===== config.mk =====
export PLATFORM = sky130hd
export DESIGN_NAME = ex_divider
export DESIGN_NICKNAME = d
export VERILOG_FILES = /design/src/rtl/ex_divider.sv
export SDC_FILE = /design/constraint.sdc
export NUM_CORES = 1
export LEC_CHECK = 0
export CAP_MARGIN = 10
export CORE_ASPECT_RATIO = 0.9
export CORE_UTILIZATION = 55
export CTS_BUF_LIST = sky130_fd_sc_hd__clkbuf_8
export DETAILED_ROUTE_END_ITERATION = 16
export PLACE_DENSITY = 0.84
export SYNTH_ARGS = -nofsm -noshare
export SYNTH_HDL_FRONTEND = slang
export SYNTH_SLANG_ARGS = --single-unit

===== constraint.sdc =====
create_clock -name clk -period 4.9 [get_ports clk]
set_input_delay 1.47 -clock clk [delete_from_list [all_inputs] [get_ports clk]]
set_output_delay 1.47 -clock clk [all_outputs]
set_load 0.05 [all_outputs]

===== src/rtl/ex_divider.sv =====
// ex_divider: iterative restoring divider for the EX stage.
// Produces one signed/unsigned quotient or remainder per instruction,
// one quotient bit per cycle, and requests a pipeline hold while busy.
module ex_divider #(
  parameter int WIDTH = 32
) (
  input  logic             clk,
  input  logic             rst,
  input  logic             flush,
  input  logic             start,
  input  logic [1:0]       op,
  input  logic [WIDTH-1:0] src1,
  input  logic [WIDTH-1:0] src2,
  output logic             stall,
  output logic             done,
  output logic [WIDTH-1:0] result
);

  localparam int CW = $clog2(WIDTH);
  localparam logic [CW-1:0] LAST_ITER = CW'(WIDTH - 1);

  typedef enum logic [1:0] {
    S_IDLE,
    S_CALC,
    S_DONE
  } state_t;

  state_t           state_q;
  logic [1:0]       op_q;
  logic [WIDTH-1:0] quo_q;     // dividend shifts out as quotient bits shift in
  logic [WIDTH-1:0] dvs_q;     // divisor magnitude
  logic [WIDTH:0]   rem_q;     // partial remainder, one guard bit for the trial
  logic [CW-1:0]    cnt_q;
  logic             qneg_q;
  logic             rneg_q;
  logic             done_q;
  logic [WIDTH-1:0] result_q;

  logic             is_signed;
  logic [WIDTH-1:0] src1_mag;
  logic [WIDTH-1:0] src2_mag;
  logic [WIDTH:0]   shifted;
  logic [WIDTH:0]   trial;
  logic [WIDTH:0]   rem_d;
  logic [WIDTH-1:0] quo_d;
  logic [WIDTH-1:0] quo_fix;
  logic [WIDTH-1:0] rem_fix;
  logic [WIDTH-1:0] final_d;

  // Operand magnitudes captured at start; unsigned ops pass through raw.
  always_comb begin
    is_signed = ~op[1];
    src1_mag  = (is_signed && src1[WIDTH-1]) ? -src1 : src1;
    src2_mag  = (is_signed && src2[WIDTH-1]) ? -src2 : src2;
  end

  // One restoring-division step plus sign fix-up of the would-be final result.
  always_comb begin
    // NOTE: every output of this block is assigned on all paths, so no latch is inferred.
    shifted = {rem_q[WIDTH-1:0], quo_q[WIDTH-1]};
    trial   = shifted - {1'b0, dvs_q};
    if (!trial[WIDTH]) begin
      rem_d = trial;
      quo_d = {quo_q[WIDTH-2:0], 1'b1};
    end else begin
      rem_d = shifted;
      quo_d = {quo_q[WIDTH-2:0], 1'b0};
    end
    quo_fix = qneg_q ? -quo_d : quo_d;
    rem_fix = rneg_q ? -rem_d[WIDTH-1:0] : rem_d[WIDTH-1:0];
    final_d = op_q[0] ? rem_fix : quo_fix;
  end

  // Hold the pipeline from acceptance through the last iteration; low in DONE.
  always_comb begin
    stall = ((state_q == S_IDLE) && start && !flush) || (state_q == S_CALC);
  end

  // Control FSM and datapath registers.
  always_ff @(posedge clk or posedge rst) begin
    if (rst) begin
      // NOTE: sequential state uses non-blocking assignments so every register sees pre-edge values.
      state_q  <= S_IDLE;
      op_q     <= '0;
      quo_q    <= '0;
      dvs_q    <= '0;
      rem_q    <= '0;
      cnt_q    <= '0;
      qneg_q   <= 1'b0;
      rneg_q   <= 1'b0;
      done_q   <= 1'b0;
      result_q <= '0;
    end else if (flush) begin
      state_q <= S_IDLE;
      done_q  <= 1'b0;
    end else begin
      case (state_q)
        S_IDLE: begin
          done_q <= 1'b0;
          if (start) begin
            op_q   <= op;
            quo_q  <= src1_mag;
            dvs_q  <= src2_mag;
            qneg_q <= is_signed & (src1[WIDTH-1] ^ src2[WIDTH-1]);
            rneg_q <= is_signed & src1[WIDTH-1];
            rem_q  <= '0;
            cnt_q  <= '0;
            if (src2 == '0) begin
              // Divide by zero: all-ones quotient, untouched dividend as remainder.
              result_q <= op[0] ? src1 : '1;
              done_q   <= 1'b1;
              state_q  <= S_DONE;
            end else begin
              state_q <= S_CALC;
            end
          end
        end
        S_CALC: begin
          rem_q <= rem_d;
          quo_q <= quo_d;
          cnt_q <= cnt_q + CW'(1);
          if (cnt_q == LAST_ITER) begin
            result_q <= final_d;
            done_q   <= 1'b1;
            state_q  <= S_DONE;
          end
        end
        S_DONE: begin
          // A start seen here belongs to the finishing instruction.
          done_q  <= 1'b0;
          state_q <= S_IDLE;
        end
        default: begin
          done_q  <= 1'b0;
          state_q <= S_IDLE;
        end
      endcase
    end
  end

  assign done   = done_q;
  assign result = result_q;

endmodule


==> reports/results.txt <==
Outcome: complete, no violations
Final core occ: 66.7%
Fin area: 0.0134 sq mm
PortBufs: 103
Worst setup SP type: input pin
Antenna violations before repair: 0
Worst path arrival time: 5.09 ns
Slew Limit Headroom: 24.5%
Worst Hold Path EP: cnt_q[4]$_DFFE_PP0P_
Final Hold Viols: 0
Hold-critical path depth: 2
Clk Latency, worst-skew pair: 0.48 ns
CTS tree: done
Sequential area share after synthesis: 30.8%
CP Cell Sequence: clkdlybuf4s50_1 > or4_1 > nor4_4 > nand3b_1 > or2_2 > or4_1 > nor4_1 > buf_4 > o221ai_4 > buf_12 > or3_1 > o21ai_0 > a21oi_1
Cell Area, Placed: 0.0129 sq mm
Rows: 49
Slew Limit Fails: 0
CTS Buffer Depth: 2
Largest cells by area after synthesis: dfrtp_1, o21ai_0, xnor2_1
Slowest stage cell, crit path: or4_1
Die Ht: 138 um
Vias in the first global route: 11400
# setup viols final: 0
Hold buffer count at CTS: 0
Total track usage: 34.7%
Post-DRT Antenna Nets: 0
Antenna diode count: 0
Final wirelength: 35900 um
Type of the most critical hold path: reg2reg
Hold_ws: 0.487 ns
Worst hold path startpoint: cnt_q[4]$_DFFE_PP0P_
Maximum fanout along the worst path: 37
Routability congestion estimate: 0.951
Largest area contributor in the netlist: dfrtp_1
Netlist cell types: 91
Number of flops mapped to enable cells by yosys: 0
Crit. End Element: flop
Reg2reg end: result[22]$_DFFE_PP0P_
CP bufs+invs: 3
Reg2reg start: quo_q[31]$_DFFE_PP0P_
Nets: 1654
Io pins: 104
DRC violations left: 0
Avg Inst Size Synth: 7.89 sq um
Period utilization: 96.8%
Layout fillers: 1666
Layout area overhead: 18.3%
Largest net degree at the start of global routing: 91
Synth Instances: 1433
Max Cap Viol: 0
Crit path time final: 4.74 ns
Req. time, crit path: 5.25 ns
Clock Skew: 0.0160 ns
Global-route wire length before repair: 58000 um
Initial core utilization: 56.4%
CP peak stage delay: 0.62 ns
Share of cells above drive strength 1: 9.56%
Core Region: 0.0200 sq mm
Main synth FF type: dfrtp_1
Overflow after GRT: 0
Die ar.: 0.0211 sq mm
Mapped Nets: 1542
Mapped Area: 0.0113 sq mm
DR vias/cell: 6.58
H-tree depth: 4
Synth Register Bits: 139
YS warnings: 0
R2r worst-path depth: 22
Synth async-reset ratio: 100%
Die Span X: 153 um
Fin Setup TNS: 0 ns
CTS sink cnt: 139
Most repeated library cell on the critical path: or4_1
Root buffer cell: clkbuf_8
Detailed-route via count: 11900
Share of the synthesized area in the top cell type: 30.8%
Final HPWL from detailed placement: 26600 um
Top cell family by delay on the critical path: simple AND/OR/NAND/NOR gates
R2R setup slack: 0.18 ns
Fmax: 0.211 GHz
DRT Pass-1 Iters: 5
Worst setup path category: in2reg
Number of buffers created by CTS: 17
Clock-pin slew on the worst setup and hold paths: 0.08 ns
Worst-Margin Slew: 1.13 ns
Detailed-route wire length per cell: 19.8 um
DR iter-0 viols: 1321
## worst register-to-register path, cell delays in order, from the launching register on
cell and delay (ns):
dfrtp_1 0.39, inv_1 0.07, ha_1 0.22, fa_1 0.40, nand2b_1 0.21, a21oi_2 0.20, o211ai_1 0.10, buf_4 0.17
a2111oi_4 0.35, buf_4 0.19, nor3_2 0.05, nor2_4 0.13, inv_2 0.09, nor2_1 0.13, a21oi_1 0.08, ha_1 0.23
buf_4 0.15, nand4b_1 0.17, nor3_1 0.08, a31oi_1 0.50, o21ai_1 0.18, xnor2_1 0.19, a221oi_1 0.32
## how the worst max path moves through the flow
stage	cells past startpoint	startpoint	endpoint
floorplan	23	quo_q[31]$_DFFE_PP0P_	result[30]$_DFFE_PP0P_
global placement	13	src2[6]	result[3]$_DFFE_PP0P_
detailed placement	13	src2[3]	result[29]$_DFFE_PP0P_
CTS	21	quo_q[31]$_DFFE_PP0P_	result[18]$_DFFE_PP0P_
global route	22	quo_q[31]$_DFFE_PP0P_	result[22]$_DFFE_PP0P_
finish	13	src2[3]	result[11]$_DFFE_PP0P_
## per-layer routing
metal  GRT usage, %  wire (um)
met3           6.75       3400
met4           14.6       1250
met5              0          0
met1           45.4      14800
met2           56.6      16400
## what timing repair did
| item | in CTS | in global routing |
|---|---|---|
| resized for setup | 2 | 12 |
| pin swaps | 0 | 3 |
| cloned | 0 | 0 |
| buffers inserted | 0 | 1 |
| endpoints found under the setup margin | 2 | 24 |
## stage by stage
step / worst slack, ns / std cells
finish: 0.155 / 1813
global route: -0.0334 / 1813
CTS: 0.0194 / 1812
detailed placement: -0.294 / 1780
global placement: -0.180 / 1780
floorplan: 0.0186 / 1433
## layout by cell type (no fill, tap or decap), types with 5 or more instances in the layout
cell / count
and2_1: 8
nor4_1: 19
o21ai_1: 5
a31oi_1: 13
clkbuf_8: 17
nand2b_1: 17
nor3_1: 33
nand3_1: 17
xnor2_1: 70
inv_1: 60
nor2_1: 104
a21o_1: 8
clkdlybuf4s50_1: 102
clkinvlp_4: 6
ha_1: 38
o211ai_1: 14
or4_1: 13
buf_4: 65
o41ai_1: 15
a21oi_1: 111
a22o_1: 5
mux2i_1: 25
dfrtp_1: 139
o21ai_0: 187
nand2_1: 161
xor2_1: 63
o31ai_1: 21
o22ai_1: 9
or2_2: 9
o221ai_1: 8
or3_1: 24
a22oi_1: 34
a211oi_1: 9
nand4_1: 11
o21a_1: 8
## registers in the layout, indices dropped and copies added, names as in the netlist, 2 cells and up
register	count
dvs_q	32
cnt_q	5
quo_q	32
result	32
state_q	2
rem_q	32
## synth_stat cells (all sizes together) (4+ instances only)
| cell type | count |
|---|---|
| a221oi | 4 |
| o21a | 9 |
| o221ai | 9 |
| o31a | 4 |
| or2 | 10 |
| ha | 38 |
| nor2 | 108 |
| or4 | 15 |
| and2 | 9 |
| o211ai | 14 |
| o22ai | 9 |
| nand3 | 17 |
| o41ai | 18 |
| mux2i | 25 |
| a21oi | 112 |
| or3 | 25 |
| buf | 7 |
| mux2 | 4 |
| a31oi | 13 |
| xnor2 | 70 |
| o31ai | 22 |
| nand2b | 17 |
| a211oi | 9 |
| nor3 | 35 |
| a22o | 5 |
| nor4 | 21 |
| nand4 | 11 |
| a21o | 9 |
| a22oi | 34 |
| and3 | 4 |
| nor2b | 4 |
| nand2 | 162 |
| xor2 | 63 |
| o21ai | 194 |
| clkbuf | 73 |
| dfrtp | 139 |
| inv | 60 |
## layout make-up
type / count / area [sq um] / area share (%)
well taps: 255 / 319 / 2.39
multi-input cells: 1154 / 7360 / 55.1
inverters: 60 / 229 / 1.71
repair buffers: 173 / 1610 / 12.1
clock buffers: 17 / 234 / 1.75
clock inverters: 15 / 128 / 0.955
flip-flops and latches: 139 / 3480 / 26.0
## cells by family (layout without fill, tap and decap cells)
| group | count (synthesis) | after routing | synth area share, % |
|---|---|---|---|
| and+or+nand+nor | 452 | 452 | 19.3 |
| muxes | 29 | 29 | 2.61 |
| buffers and inverters | 140 | 265 | 4.98 |
| xor gates and xnor gates | 133 | 133 | 10.3 |
| DFF | 139 | 139 | 30.8 |
| adders and majority gates | 39 | 39 | 4.38 |
| AOI/OAI and AO/OA | 501 | 501 | 27.6 |
Power is not shown: default switching activity piles up to over one toggle a cycle in this logic, so the estimate is an artifact.
